## config.mk

```make
export PLATFORM = sky130hd
export DESIGN_NAME = ex_stage
export DESIGN_NICKNAME = d
export VERILOG_FILES = /design/src/rtl/ex_stage.sv
export SDC_FILE = /design/constraint.sdc
export NUM_CORES = 1
export LEC_CHECK = 0
export ABC_CLOCK_PERIOD_IN_PS = 6750
export BUFFER_PORTS_ARGS = -buffer_cell sky130_fd_sc_hd__buf_2
export CAP_MARGIN = 10
export CORE_ASPECT_RATIO = 1.1
export CORE_MARGIN = 1
export CORE_UTILIZATION = 45
export CTS_BUF_LIST = sky130_fd_sc_hd__clkbuf_4 sky130_fd_sc_hd__clkbuf_8
export DETAILED_ROUTE_END_ITERATION = 7
export MAX_ROUTING_LAYER = met4
export PLACE_DENSITY = 0.79
export SYNTH_ARGS = -nofsm -noshare
export SYNTH_HDL_FRONTEND = slang
export SYNTH_SLANG_ARGS = --single-unit
```

## constraint.sdc

```tcl
create_clock -name clk -period 6.75 [get_ports clk]
set_input_delay 0.3375 -clock clk [delete_from_list [all_inputs] [get_ports clk]]
set_output_delay 0.3375 -clock clk [all_outputs]
set_load 0.02 [all_outputs]
```

## src/rtl/ex_stage.sv

```systemverilog
// Purpose: RV32I execute stage -- ID/EX register, forwarding muxes, ALU, branch/jump resolution, target adder.
// Latency: D inputs appear on E outputs one clk after capture; ALU/target/PCSrc are combinational from E regs.
// Backpressure: none; StallE holds the ID/EX register, FlushE loads a bubble (flush beats stall).
module ex_stage #(
    parameter int XLEN = 32
) (
    input  logic            clk,
    input  logic            rst_n,
    input  logic            StallE,
    input  logic            FlushE,
    input  logic            RegWriteD,
    input  logic            MemWriteD,
    input  logic            JumpD,
    input  logic            BranchD,
    input  logic            ALUSrcD,
    input  logic [1:0]      ResultSrcD,
    input  logic [2:0]      ALUControlD,
    input  logic [XLEN-1:0] RD1D,
    input  logic [XLEN-1:0] RD2D,
    input  logic [XLEN-1:0] PCD,
    input  logic [XLEN-1:0] ImmExtD,
    input  logic [XLEN-1:0] PCPlus4D,
    input  logic [4:0]      Rs1D,
    input  logic [4:0]      Rs2D,
    input  logic [4:0]      RdD,
    input  logic [1:0]      ForwardAE,
    input  logic [1:0]      ForwardBE,
    input  logic [XLEN-1:0] ALUResultM,
    input  logic [XLEN-1:0] ResultW,
    output logic            RegWriteE,
    output logic            MemWriteE,
    output logic [1:0]      ResultSrcE,
    output logic [4:0]      Rs1E,
    output logic [4:0]      Rs2E,
    output logic [4:0]      RdE,
    output logic [XLEN-1:0] PCPlus4E,
    output logic [XLEN-1:0] ALUResultE,
    output logic [XLEN-1:0] WriteDataE,
    output logic [XLEN-1:0] PCTargetE,
    output logic            ZeroE,
    output logic            PCSrcE
);

    // Control half of the ID/EX register. An all-zero value is a bubble:
    // no register write, no memory write, no branch, no jump.
    typedef struct packed {
        logic       reg_write;
        logic       mem_write;
        logic       jump;
        logic       branch;
        logic       alu_src;
        logic [1:0] result_src;
        logic [2:0] alu_control;
    } ctrl_t;

    // Data half of the ID/EX register.
    typedef struct packed {
        logic [XLEN-1:0] rd1;
        logic [XLEN-1:0] rd2;
        logic [XLEN-1:0] pc;
        logic [XLEN-1:0] imm;
        logic [XLEN-1:0] pc_plus4;
        logic [4:0]      rs1;
        logic [4:0]      rs2;
        logic [4:0]      rd;
    } data_t;

    // ALU operation codes as produced by the ALU decoder.
    localparam logic [2:0] ALU_ADD = 3'b000;
    localparam logic [2:0] ALU_SUB = 3'b001;
    localparam logic [2:0] ALU_AND = 3'b010;
    localparam logic [2:0] ALU_OR  = 3'b011;
    localparam logic [2:0] ALU_SLT = 3'b101;

    // Forwarding select encoding from the hazard unit.
    localparam logic [1:0] FWD_REG = 2'b00;
    localparam logic [1:0] FWD_WB  = 2'b01;
    localparam logic [1:0] FWD_MEM = 2'b10;

    ctrl_t           ctrl_d;
    ctrl_t           ctrl_e;
    data_t           data_d;
    data_t           data_e;

    logic [XLEN-1:0] src_a;
    logic [XLEN-1:0] src_b_fwd;
    logic [XLEN-1:0] src_b;
    logic [XLEN-1:0] sum;
    logic [XLEN-1:0] diff;
    logic            slt_bit;
    logic [XLEN-1:0] alu_res;

    // Gather decode-stage inputs into the register payload.
    always_comb begin
        ctrl_d             = '0;
        ctrl_d.reg_write   = RegWriteD;
        ctrl_d.mem_write   = MemWriteD;
        ctrl_d.jump        = JumpD;
        ctrl_d.branch      = BranchD;
        ctrl_d.alu_src     = ALUSrcD;
        ctrl_d.result_src  = ResultSrcD;
        ctrl_d.alu_control = ALUControlD;

        data_d             = '0;
        data_d.rd1         = RD1D;
        data_d.rd2         = RD2D;
        data_d.pc          = PCD;
        data_d.imm         = ImmExtD;
        data_d.pc_plus4    = PCPlus4D;
        data_d.rs1         = Rs1D;
        data_d.rs2         = Rs2D;
        data_d.rd          = RdD;
    end

    // ID/EX register: reset > flush (bubble) > stall (hold) > load.
    always_ff @(posedge clk or negedge rst_n) begin
        if (!rst_n) begin
            ctrl_e <= '0;
            data_e <= '0;
        end else if (FlushE) begin
            ctrl_e <= '0;
            data_e <= '0;
        end else if (!StallE) begin
            ctrl_e <= ctrl_d;
            data_e <= data_d;
        end
    end

    // Forwarding muxes; 11 falls back to the register-file operand.
    always_comb begin
        src_a = data_e.rd1;
        case (ForwardAE)
            FWD_WB:  src_a = ResultW;
            FWD_MEM: src_a = ALUResultM;
            default: src_a = data_e.rd1;
        endcase

        src_b_fwd = data_e.rd2;
        case (ForwardBE)
            FWD_WB:  src_b_fwd = ResultW;
            FWD_MEM: src_b_fwd = ALUResultM;
            default: src_b_fwd = data_e.rd2;
        endcase
    end

    // ALU source B: immediate or the forwarded rs2 value.
    always_comb begin
        src_b = ctrl_e.alu_src ? data_e.imm : src_b_fwd;
    end

    // ALU: modulo-2^XLEN add/sub, bitwise and/or, signed set-less-than.
    // slt looks at the sign bits directly when they differ so that a
    // wrapped subtraction never yields the wrong answer.
    always_comb begin
        sum  = src_a + src_b;
        diff = src_a - src_b;
        if (src_a[XLEN-1] != src_b[XLEN-1]) begin
            slt_bit = src_a[XLEN-1];
        end else begin
            slt_bit = diff[XLEN-1];
        end

        alu_res = '0;
        case (ctrl_e.alu_control)
            ALU_ADD: alu_res = sum;
            ALU_SUB: alu_res = diff;
            ALU_AND: alu_res = src_a & src_b;
            ALU_OR:  alu_res = src_a | src_b;
            ALU_SLT: alu_res = {{(XLEN-1){1'b0}}, slt_bit};
            default: alu_res = '0;
        endcase
    end

    // Branch/jump resolution (beq only) and the branch-target adder.
    always_comb begin
        ALUResultE = alu_res;
        WriteDataE = src_b_fwd;
        ZeroE      = (alu_res == '0);
        PCSrcE     = (ctrl_e.branch & ZeroE) | ctrl_e.jump;
        PCTargetE  = data_e.pc + data_e.imm;
    end

    // Registered fields passed straight on to the next stage and hazard unit.
    always_comb begin
        RegWriteE  = ctrl_e.reg_write;
        MemWriteE  = ctrl_e.mem_write;
        ResultSrcE = ctrl_e.result_src;
        Rs1E       = data_e.rs1;
        Rs2E       = data_e.rs2;
        RdE        = data_e.rd;
        PCPlus4E   = data_e.pc_plus4;
    end

endmodule
```

==> report_table.html, run 1 <==
<table>
<tr><th>Metric</th><th>Value</th></tr>
<tr><th colspan="2">Status</th></tr>
<tr><td>Run status</td><td>finished with violations</td></tr>
<tr><td>Violated checks</td><td>negative setup slack</td></tr>
<tr><th colspan="2">STA</th></tr>
<tr><td>Period Utilization, post-route</td><td>108%</td></tr>
<tr><td>Total count of max-transition violations in the final report</td><td>0</td></tr>
<tr><td>Worst-case hold slack</td><td>between 20 and 30 ps</td></tr>
<tr><td>Number of failing hold endpoints at the final stage</td><td>0</td></tr>
<tr><td>Final setup vio count</td><td>2</td></tr>
<tr><td>Rel. slew slack</td><td>about a quarter</td></tr>
<tr><td>Transition time of the tightest slew-check pin</td><td>approximately 1100 ps</td></tr>
<tr><td>Unrepaired setup endpoints after global routing</td><td>yes</td></tr>
<tr><td>Worst path setup slack after routing</td><td>-534 ps</td></tr>
<tr><td>Highest Clock Rate</td><td>137 MHz</td></tr>
<tr><td>Time the worst path needs with I/O delays and setup</td><td>7280 ps</td></tr>
<tr><td>Max Clock Skew</td><td>0 ps</td></tr>
<tr><th colspan="2">Clock network</th></tr>
<tr><td>Clock insertion delay at the later pin of the skew report</td><td>540 ps</td></tr>
<tr><td>Buffers from clock root to sink, at most</td><td>2</td></tr>
<tr><td>CTS H-Tree Depth</td><td>4</td></tr>
<tr><td>Total CTS buffers</td><td>17</td></tr>
<tr><td>TritonCTS clock tree</td><td>yes</td></tr>
<tr><td># clock sinks</td><td>185</td></tr>
<tr><td>CTS clock-pin slew for the worst setup and hold paths</td><td>roughly 110 ps</td></tr>
<tr><td>Cell at the root of the clock tree</td><td>sky130_fd_sc_hd__clkbuf_8</td></tr>
<tr><th colspan="2">Final layout</th></tr>
<tr><td>Net count, final</td><td>2,876</td></tr>
<tr><td>Syn-to-layout area delta</td><td>28.3%</td></tr>
<tr><td>Finished Layout Cells</td><td>2,943</td></tr>
<tr><td>Core Util, Final</td><td>about three fifths</td></tr>
<tr><td>Filler Cell Count</td><td>3,187</td></tr>
<tr><td>Fin area</td><td>0.0206 mm2</td></tr>
<tr><td>Layout cell share with drive strength beyond 1</td><td>approximately 30%</td></tr>
<tr><th colspan="2">Critical path</th></tr>
<tr><td>Worst setup path startpoint</td><td>ctrl_e[5]$_DFFE_PN0P_</td></tr>
<tr><td>Reg2Reg Capture Point</td><td>ctrl_e[0]$_DFFE_PN0P_</td></tr>
<tr><td>Arrival time at the worst endpoint</td><td>6950 ps</td></tr>
<tr><td>Number of cells on the worst reg-to-reg path</td><td>3</td></tr>
<tr><td>Setup crit start kind</td><td>flop</td></tr>
<tr><td>Critical path capture point type</td><td>output pin</td></tr>
<tr><td>Worst Setup EP</td><td>PCSrcE</td></tr>
<tr><td>Setup slack of the most critical reg-to-reg path</td><td>5120 ps</td></tr>
<tr><td>Maximum fanout encountered on the critical timing path</td><td>8</td></tr>
<tr><td>Kind of critical path</td><td>flop to output pin</td></tr>
<tr><td>Critical register-to-register path startpoint</td><td>ctrl_e[0]$_DFFE_PN0P_</td></tr>
<tr><td>Critical path data required time</td><td>6410 ps</td></tr>
<tr><th colspan="2">Synth</th></tr>
<tr><td>Synthesis-stage register bit count</td><td>185</td></tr>
<tr><td>Fraction of the yosys area taken by sequential cells</td><td>28.9%</td></tr>
<tr><td>Count of cell types in the netlist</td><td>78</td></tr>
<tr><td>Synth Cell Area</td><td>0.0160 mm2</td></tr>
<tr><td>Leading post-synthesis cells by cell area</td><td>sky130_fd_sc_hd__dfrtp_1, sky130_fd_sc_hd__mux2i_1, sky130_fd_sc_hd__ha_1, sky130_fd_sc_hd__nor2_1, sky130_fd_sc_hd__a21oi_1</td></tr>
<tr><td>Area share of the leading cell type in the synthesized netlist</td><td>between 20 and 30%</td></tr>
<tr><td>Biggest area consumer among synthesized cells</td><td>sky130_fd_sc_hd__dfrtp_1</td></tr>
<tr><td>Async set-reset flop share out of synthesis</td><td>between 90% and 100%</td></tr>
<tr><td>Most instantiated flip-flop cell in the synthesis netlist</td><td>sky130_fd_sc_hd__dfrtp_1</td></tr>
<tr><td>Count of mapped cells out of synthesis</td><td>1,959</td></tr>
<tr><td>Average cell area after synthesis</td><td>between 8 and 9 um2</td></tr>
<tr><td>Number of flops mapped to enable cells by yosys</td><td>0</td></tr>
<tr><td>Yosys warning count</td><td>0</td></tr>
<tr><td>Mapped Nets</td><td>2,360</td></tr>
<tr><th colspan="2">GRT</th></tr>
<tr><td>Number of global-route vias before repair</td><td>16,387</td></tr>
<tr><td>GRT Overall Usage</td><td>between 30% and 40%</td></tr>
<tr><td>First-pass GRT wire length</td><td>about 93 mm</td></tr>
<tr><td>Number of antenna violations at the first check in global routing</td><td>10</td></tr>
<tr><td>GRT overflow</td><td>0</td></tr>
<tr><td>Largest net degree at the start of global routing</td><td>112</td></tr>
<tr><th colspan="2">Power and ir drop</th></tr>
<tr><td>Leakage</td><td>10.9 nW</td></tr>
<tr><td>Maximum ir drop on the vdd rail</td><td>0.166 mV</td></tr>
<tr><td>Total power density per cell area</td><td>189 mW/mm2</td></tr>
<tr><th colspan="2">Hold path</th></tr>
<tr><td>Worst min-delay path category</td><td>primary input to flop</td></tr>
<tr><th colspan="2">Routing</th></tr>
<tr><td>Ratio of routed vias to standard cells</td><td>5.73</td></tr>
<tr><td>Average routed wire per standard cell</td><td>21.2 um</td></tr>
<tr><td>Via Count</td><td>16,866</td></tr>
<tr><td>Detail Route Antenna Nets</td><td>0</td></tr>
<tr><td>Routed wire length</td><td>62.4 mm</td></tr>
<tr><td>Number of remaining DRC errors</td><td>0</td></tr>
<tr><td>First drt pass iteration count</td><td>8</td></tr>
<tr><td>Initial detailed-routing violation count</td><td>1,459</td></tr>
<tr><th colspan="2">Floorplan</th></tr>
<tr><td>Area enclosed by the die boundary</td><td>0.0364 mm2</td></tr>
<tr><td>Core Area</td><td>0.0351 mm2</td></tr>
<tr><td>Horiz. Die Dim</td><td>182 um</td></tr>
<tr><td>Initial Util</td><td>45.6%</td></tr>
<tr><td>Number of ports placed on the die boundary</td><td>406</td></tr>
<tr><td>Standard-cell rows</td><td>72</td></tr>
<tr><td>Overall die height</td><td>200 um</td></tr>
<tr><th colspan="2">Placement</th></tr>
<tr><td>Total instance count after detailed placement</td><td>between 2,000 and 3,000</td></tr>
<tr><td>Estimated wirelength of the detail-placed design</td><td>between 40 and 50 mm</td></tr>
<tr><td>Worst Setup Slack post-DPL</td><td>-871 ps</td></tr>
<tr><td>Placed inst area</td><td>between 0.015 and 0.02 mm2</td></tr>
<tr><td>Final weighted congestion of routability-driven global placement</td><td>1.03</td></tr>
<tr><td>Port buffer count</td><td>between 400 and 500</td></tr>
<tr><th colspan="2">Job</th></tr>
<tr><td>Max-cap check violation count</td><td>0</td></tr>
</table>
-- where the power goes --
part	switching (mW)	total [mW]	internal (mW)	leakage [nW]
logic	1.12	1.88	0.763	8.20
clock network	0.474	0.785	0.311	0.203
registers	0.0581	1.23	1.17	2.45
-- critical path: stages, from the launching register on --
cell	delay, ps
sky130_fd_sc_hd__dfrtp_2	510
sky130_fd_sc_hd__buf_6	160
sky130_fd_sc_hd__o21a_4	220
sky130_fd_sc_hd__ha_4	270
sky130_fd_sc_hd__nand2b_4	60
sky130_fd_sc_hd__a2111oi_4	350
sky130_fd_sc_hd__o22a_2	230
sky130_fd_sc_hd__a221oi_4	90
sky130_fd_sc_hd__nor3_2	160
sky130_fd_sc_hd__o211ai_1	170
sky130_fd_sc_hd__a31oi_2	340
sky130_fd_sc_hd__a311oi_2	160
sky130_fd_sc_hd__o21bai_1	170
sky130_fd_sc_hd__a21oi_1	100
sky130_fd_sc_hd__o21bai_2	200
sky130_fd_sc_hd__fa_2	220
sky130_fd_sc_hd__or3_4	130
sky130_fd_sc_hd__o2111ai_4	130
sky130_fd_sc_hd__a2111oi_4	280
sky130_fd_sc_hd__o2111ai_2	170
sky130_fd_sc_hd__a2111oi_2	370
sky130_fd_sc_hd__or4b_4	510
sky130_fd_sc_hd__or4_4	460
sky130_fd_sc_hd__nor4_4	240
sky130_fd_sc_hd__nand3_2	190
sky130_fd_sc_hd__o41ai_4	310
sky130_fd_sc_hd__buf_4	190
-- cells in the final DEF (no fill, tap or decap), drive strengths merged, types with 9 or more instances in the layout --
master	n
nor4	13
diode	11
o22ai	12
xnor2	42
o21bai	12
and3	10
o21a	16
o21ai	131
nand2b	16
inv	156
a21oi	131
dlygate4sd3	20
ha	140
nor2b	15
a21o	31
nor3	22
nand3	19
nor2	293
dfrtp	185
buf	641
a211oi	18
o211ai	14
or3	10
a22oi	64
clkbuf	20
nand2	130
xor2	9
mux2i	191
-- Yosys cell counts (5+ instances only) --
library cell                  n
sky130_fd_sc_hd__a2111oi_0    5
sky130_fd_sc_hd__nor2b_1     14
sky130_fd_sc_hd__and3_1      10
sky130_fd_sc_hd__xnor2_1     42
sky130_fd_sc_hd__inv_1      147
sky130_fd_sc_hd__o2111ai_1    6
sky130_fd_sc_hd__nand2b_1    16
sky130_fd_sc_hd__nand3_1     19
sky130_fd_sc_hd__ha_1       140
sky130_fd_sc_hd__and2_1       7
sky130_fd_sc_hd__o22ai_1     12
sky130_fd_sc_hd__buf_4       52
sky130_fd_sc_hd__a211oi_1    18
sky130_fd_sc_hd__nor4_1      11
sky130_fd_sc_hd__nand2_1    130
sky130_fd_sc_hd__or3_1       10
sky130_fd_sc_hd__o21ai_0    129
sky130_fd_sc_hd__nor2_1     293
sky130_fd_sc_hd__xor2_1       9
sky130_fd_sc_hd__mux2i_1    191
sky130_fd_sc_hd__o311ai_0     5
sky130_fd_sc_hd__o211ai_1    14
sky130_fd_sc_hd__o31ai_1      7
sky130_fd_sc_hd__or2_2        5
sky130_fd_sc_hd__nor3_1      22
sky130_fd_sc_hd__buf_1       27
sky130_fd_sc_hd__o21bai_1    12
sky130_fd_sc_hd__a31oi_1      8
sky130_fd_sc_hd__a21oi_1    131
sky130_fd_sc_hd__a21o_1      31
sky130_fd_sc_hd__a22oi_1     64
sky130_fd_sc_hd__nand4_1      6
sky130_fd_sc_hd__clkbuf_1    72
sky130_fd_sc_hd__a211o_1      5
sky130_fd_sc_hd__buf_2       14
sky130_fd_sc_hd__dfrtp_1    185
sky130_fd_sc_hd__o21a_1      16
-- cell families after synthesis --
family | after synthesis | share of synthesized area, %
buf+inv | 314 | 8.68
simple gates | 564 | 15.4
compound gates | 509 | 20.7
fa+ha+maj | 144 | 11.4
xor+xnor | 51 | 2.79
flops | 185 | 28.9
mux | 192 | 12.1
-- registers in the layout (all words and copies together) (netlist names) --
signal / count
data_e: 128
PCPlus4E: 32
ctrl_e: 6
RdE: 5
Rs1E: 5
Rs2E: 5
ResultSrcE: 2
MemWriteE: 1
RegWriteE: 1
-- stage by stage --
stage                     TNS [ps]  power [mW]
after floorplan              -37.7        2.27
after global placement       -1110        2.99
after detailed placement     -1710        3.01
after CTS                     -705        3.83
after global routing         -1570        4.07
final                        -1040        3.90
-- layout make-up --
class / instances / area, um2 / area share, %
Clock buffer: 19 / 249 / 1.21
Clock inverter: 13 / 136 / 0.663
Tap cell: 444 / 556 / 2.70
Sequential cell: 185 / 4630 / 22.5
Multi-Input combinational cell: 1460 / 10300 / 50.1
Antenna cell: 11 / 27.5 / 0.134
Inverter: 149 / 559 / 2.72
Timing Repair Buffer: 662 / 4100 / 19.9
-- layer usage --
metal	global-route usage, %	vias up	share of wire, %
li1	-	7822	-
met3	5.99	132	7.2
met2	55.3	792	46
met5	-	-	0
met1	43.3	8120	42
met4	16.1	0	4.1
-- worst min path at each step --
stage                     slack (ps)                         to  cells after the start         start
after floorplan                   40      MemWriteE$_DFFE_PN0P_                      0         rst_n
after global placement           360  ResultSrcE[1]$_DFFE_PN0P_                      1         rst_n
after detailed placement         360  ResultSrcE[1]$_DFFE_PN0P_                      1         rst_n
after CTS                        0.8     data_e[47]$_DFFE_PN0P_                      3    ImmExtD[0]
after global routing              30   PCPlus4E[24]$_DFFE_PN0P_                      3  PCPlus4D[24]
final                             30    data_e[135]$_DFFE_PN0P_                      3      RD2D[24]
-- timing repair --
item                                    in CTS  in global routing
pin swaps                                   17                 10
hold endpoints to repair                    87                  0
endpoints found under the setup margin       2                  2
setup buffers                                2                  3
gates resized for setup                     40                 45
hold buffers                                20                  0
Note: power is estimated with default switching activity, not from simulation.
==> inputs of run 2 (changes only) <==
ABC_CLOCK_PERIOD_IN_PS = 7140   (was 6750)
CORE_ASPECT_RATIO = not set   (was 1.1)
PLACE_DENSITY = 0.76   (was 0.79)
clock period = 7.14 ns   (was 6.75 ns; I/O delays follow)
==> run 2 against run 1 <==
Net effect: the flow finishes with violations (negative hold slack); design area is 4.4% lower; flip-flop and latch count unchanged; power down 8.2%; die area about the same; wire length is 5.5% lower; via count decreased by 3.2%; sequential share of layout area up 1.0 points; register-to-register slack better by 130 ps; critical path depth rose by 6; critical endpoint unchanged; highest routed layer unchanged.
==> report_table.html, run 2 (synthesized netlist as in run 1, its figures left out) <==
<table>
<tr><th>Metric</th><th>Value</th></tr>
<tr><th colspan="2">Clock network</th></tr>
<tr><td>Number of buffers inserted by hold repair at cts</td><td>0 (was 20)</td></tr>
<tr><td>Clock insertion delay at the later pin of the skew report</td><td>520 ps (was 540 ps)</td></tr>
<tr><td>Cell at the root of the clock tree</td><td>sky130_fd_sc_hd__clkbuf_8 (unchanged)</td></tr>
<tr><td>CTS clock-pin slew for the worst setup and hold paths</td><td>100 ps (was 110 ps)</td></tr>
<tr><td>Buffers from clock root to sink, at most</td><td>2 (unchanged)</td></tr>
<tr><td>TritonCTS clock tree</td><td>yes (unchanged)</td></tr>
<tr><td># clock sinks</td><td>185 (unchanged)</td></tr>
<tr><td>Total CTS buffers</td><td>17 (unchanged)</td></tr>
<tr><td>CTS H-Tree Depth</td><td>4 (unchanged)</td></tr>
<tr><th colspan="2">STA</th></tr>
<tr><td>Final setup vio count</td><td>0 (was 2)</td></tr>
<tr><td>Transition time of the tightest slew-check pin</td><td>1030 ps (was 1120 ps)</td></tr>
<tr><td>Max Clock Skew</td><td>0 ps (unchanged)</td></tr>
<tr><td>Rel. slew slack</td><td>31.2% (was 25.4%)</td></tr>
<tr><td>Number of failing hold endpoints at the final stage</td><td>17 (was 0)</td></tr>
<tr><td>Time the worst path needs with I/O delays and setup</td><td>7110 ps</td></tr>
<tr><td>Highest Clock Rate</td><td>between 100 and 150 MHz</td></tr>
<tr><td>Total count of max-transition violations in the final report</td><td>0 (unchanged)</td></tr>
<tr><td>Period Utilization, post-route</td><td>99.6%</td></tr>
<tr><td>Worst-case hold slack</td><td>-61.7 ps (was 29.0 ps)</td></tr>
<tr><td>Unrepaired setup endpoints after global routing</td><td>yes (unchanged)</td></tr>
<tr><th colspan="2">GRT</th></tr>
<tr><td>GRT Overall Usage</td><td>33.0% (was 34.8%)</td></tr>
<tr><td>Number of antenna violations at the first check in global routing</td><td>13 (was 10)</td></tr>
<tr><td>GRT overflow</td><td>0 (unchanged)</td></tr>
<tr><td>Largest net degree at the start of global routing</td><td>117 (was 112)</td></tr>
<tr><td>Number of global-route vias before repair</td><td>15,990 (was 16,387)</td></tr>
<tr><td>First-pass GRT wire length</td><td>89.4 mm (was 93.0 mm)</td></tr>
<tr><th colspan="2">Floorplan</th></tr>
<tr><td>Area enclosed by the die boundary</td><td>0.0364 mm2 (about the same)</td></tr>
<tr><td>Horiz. Die Dim</td><td>191 um (was 182 um)</td></tr>
<tr><td>Initial Util</td><td>46.0% (was 45.6%)</td></tr>
<tr><td>Standard-cell rows</td><td>68 (was 72)</td></tr>
<tr><td>Core Area</td><td>0.0348 mm2 (was 0.0351 mm2)</td></tr>
<tr><td>Number of ports placed on the die boundary</td><td>406 (unchanged)</td></tr>
<tr><td>Overall die height</td><td>191 um (was 200 um)</td></tr>
<tr><th colspan="2">Critical path</th></tr>
<tr><td>Arrival time at the worst endpoint</td><td>6750 ps (was 6950 ps)</td></tr>
<tr><td>Highest cell delay on the worst timing path</td><td>490 ps (was 510 ps)</td></tr>
<tr><td>Slowest cell on the critical path</td><td>sky130_fd_sc_hd__or4b_4 (was sky130_fd_sc_hd__dfrtp_2)</td></tr>
<tr><td>Setup crit start kind</td><td>primary input (was flop)</td></tr>
<tr><td>Setup slack of the most critical reg-to-reg path</td><td>5250 ps (was 5120 ps)</td></tr>
<tr><td>Cell class contributing the biggest share of worst-path delay</td><td>compound AO/OA/AOI/OAI gates (unchanged)</td></tr>
<tr><td>Maximum fanout encountered on the critical timing path</td><td>6 (was 8)</td></tr>
<tr><td>Critical path capture point type</td><td>output pin (unchanged)</td></tr>
<tr><td>Critical path data required time</td><td>6780 ps (was 6410 ps)</td></tr>
<tr><td>Kind of critical path</td><td>primary input to output pin (was flop to output pin)</td></tr>
<tr><td>Worst Path Buf+Inv</td><td>4 (was 2)</td></tr>
<tr><th colspan="2">Final layout</th></tr>
<tr><td>Layout cell share with drive strength beyond 1</td><td>27.5% (was 30.2%)</td></tr>
<tr><td>Syn-to-layout area delta</td><td>22.7% (was 28.3%)</td></tr>
<tr><td>Net count, final</td><td>2,771 (was 2,876)</td></tr>
<tr><td>Commonest non-fill, non-tap cells in the layout</td><td>sky130_fd_sc_hd__buf_2, sky130_fd_sc_hd__nor2_1, sky130_fd_sc_hd__mux2i_1, sky130_fd_sc_hd__dfrtp_1, sky130_fd_sc_hd__buf_4 (was sky130_fd_sc_hd__buf_2, sky130_fd_sc_hd__nor2_1, sky130_fd_sc_hd__buf_4, sky130_fd_sc_hd__mux2i_1, sky130_fd_sc_hd__dfrtp_1)</td></tr>
<tr><td>Most common cell after layout, fill and taps aside</td><td>sky130_fd_sc_hd__buf_2 (unchanged)</td></tr>
<tr><td>Number of flip-flops under the largest register name</td><td>128 (unchanged)</td></tr>
<tr><td>Largest reg by FF count</td><td>data_e (unchanged)</td></tr>
<tr><th colspan="2">Routing</th></tr>
<tr><td>Detail Route Antenna Nets</td><td>0 (unchanged)</td></tr>
<tr><td>Number of remaining DRC errors</td><td>0 (unchanged)</td></tr>
<tr><td>Via Count</td><td>16,329 (was 16,866)</td></tr>
<tr><td>Routed wire length</td><td>59.0 mm (was 62.4 mm)</td></tr>
<tr><td>First drt pass iteration count</td><td>7 (was 8)</td></tr>
<tr><td>Average routed wire per standard cell</td><td>20.7 um (was 21.2 um)</td></tr>
<tr><td>Initial detailed-routing violation count</td><td>1,431 (was 1,459)</td></tr>
<tr><td>Ratio of routed vias to standard cells</td><td>5.73 (about the same)</td></tr>
<tr><th colspan="2">Placement</th></tr>
<tr><td>Port buffer count</td><td>405 (unchanged)</td></tr>
<tr><td>Estimated wirelength of the detail-placed design</td><td>47.0 mm (was 49.9 mm)</td></tr>
<tr><td>Final weighted congestion of routability-driven global placement</td><td>1.06 (was 1.03)</td></tr>
<tr><th colspan="2">Power and ir drop</th></tr>
<tr><td>Leakage</td><td>10.3 nW (was 10.9 nW)</td></tr>
<tr><td>Maximum ir drop on the vdd rail</td><td>0.139 mV (was 0.166 mV)</td></tr>
<tr><td>Total power density per cell area</td><td>182 mW/mm2 (was 189 mW/mm2)</td></tr>
<tr><td>Total power of the final layout</td><td>3.58 mW (was 3.90 mW)</td></tr>
<tr><th colspan="2">Hold path</th></tr>
<tr><td>Worst min-delay path category</td><td>primary input to asynchronous set/reset pin (was primary input to flop)</td></tr>
<tr><th colspan="2">Status</th></tr>
<tr><td>Run status</td><td>finished with violations (unchanged)</td></tr>
<tr><td>Violated checks</td><td>negative hold slack (was negative setup slack)</td></tr>
<tr><th colspan="2">Job</th></tr>
<tr><td>Max-cap check violation count</td><td>0 (unchanged)</td></tr>
</table>
[run 2: cell types whose count changed in the layout (fill, tap and decap cells not counted), moves of 3 or more]
| cell | previous run | this run |
|---|---|---|
| sky130_fd_sc_hd__buf_4 | 230 | 148 |
| sky130_fd_sc_hd__dlygate4sd3_1 | 20 | 0 |
| sky130_fd_sc_hd__inv_6 | 5 | 1 |
| sky130_fd_sc_hd__buf_12 | 3 | 0 |
| sky130_fd_sc_hd__o21ai_2 | 8 | 5 |
[run 2: cell type report]
cell class              count  area, um2
clock buffers              20        269
clock inverters            12        135
fillers                  3180      15100
multi-input cells        1460      10300
flip-flops and latches    185       4630
diodes                     13       32.5
well taps                 455        569
repair buffers            557       3210
inverters                 149        559
[run 2: through the flow]
| stage | TNS, ps | utilization [%] | std cells | setup WS, ps | cell area (um2) |
|---|---|---|---|---|---|
| finish | 0 | 56.5 | 2851 | 31.8 | 19700 |
| global route | -488 | 56.5 | 2851 | -333 | 19700 |
| CTS | 0 | 55.7 | 2833 | 14.4 | 19400 |
| detailed placement | -623 | 54.3 | 2798 | -379 | 18900 |
| global placement | -201 | 54.3 | 2798 | -157 | 18900 |
| floorplan | 0 | - | 1959 | 259 | 16000 |
[run 2: path summary, 6_finish.rpt]
| kind | from | endpoint | depth (start not counted) |
|---|---|---|---|
| worst min-delay path | rst_n | PCPlus4E[14]$_DFFE_PN0P_ | 1 |
| min in group clk | Rs1D[2] | Rs1E[2]$_DFFE_PN0P_ | 3 |
| worst min register to register | ctrl_e[6]$_DFFE_PN0P_ | ctrl_e[6]$_DFFE_PN0P_ | 2 |
| worst max register to register | ctrl_e[0]$_DFFE_PN0P_ | ctrl_e[0]$_DFFE_PN0P_ | 4 |
| worst max-delay path | ForwardBE[1] | PCSrcE | 32 |
| max in group asynchronous | rst_n | data_e[137]$_DFFE_PN0P_ | 2 |
[run 2: timing repair]
action / in CTS / in global routing
pin swaps: 7 / 23
gates resized for setup: 14 / 56
endpoints found under the setup margin: 2 / 2
buffers inserted: 3 / 5
[run 2: report_power, final]
part | switching (mW) | leakage [nW] | internal (mW)
clock network | 0.446 | 0.202 | 0.310
logic | 1.01 | 7.66 | 0.646
registers | 0.0547 | 2.45 | 1.11
[run 2: metal layers]
layer  wire length, um  GRT usage [%]
met1             24700           42.0
met2             27700           51.9
met3              4890           6.55
met4              1770           11.6
met5                 0              -
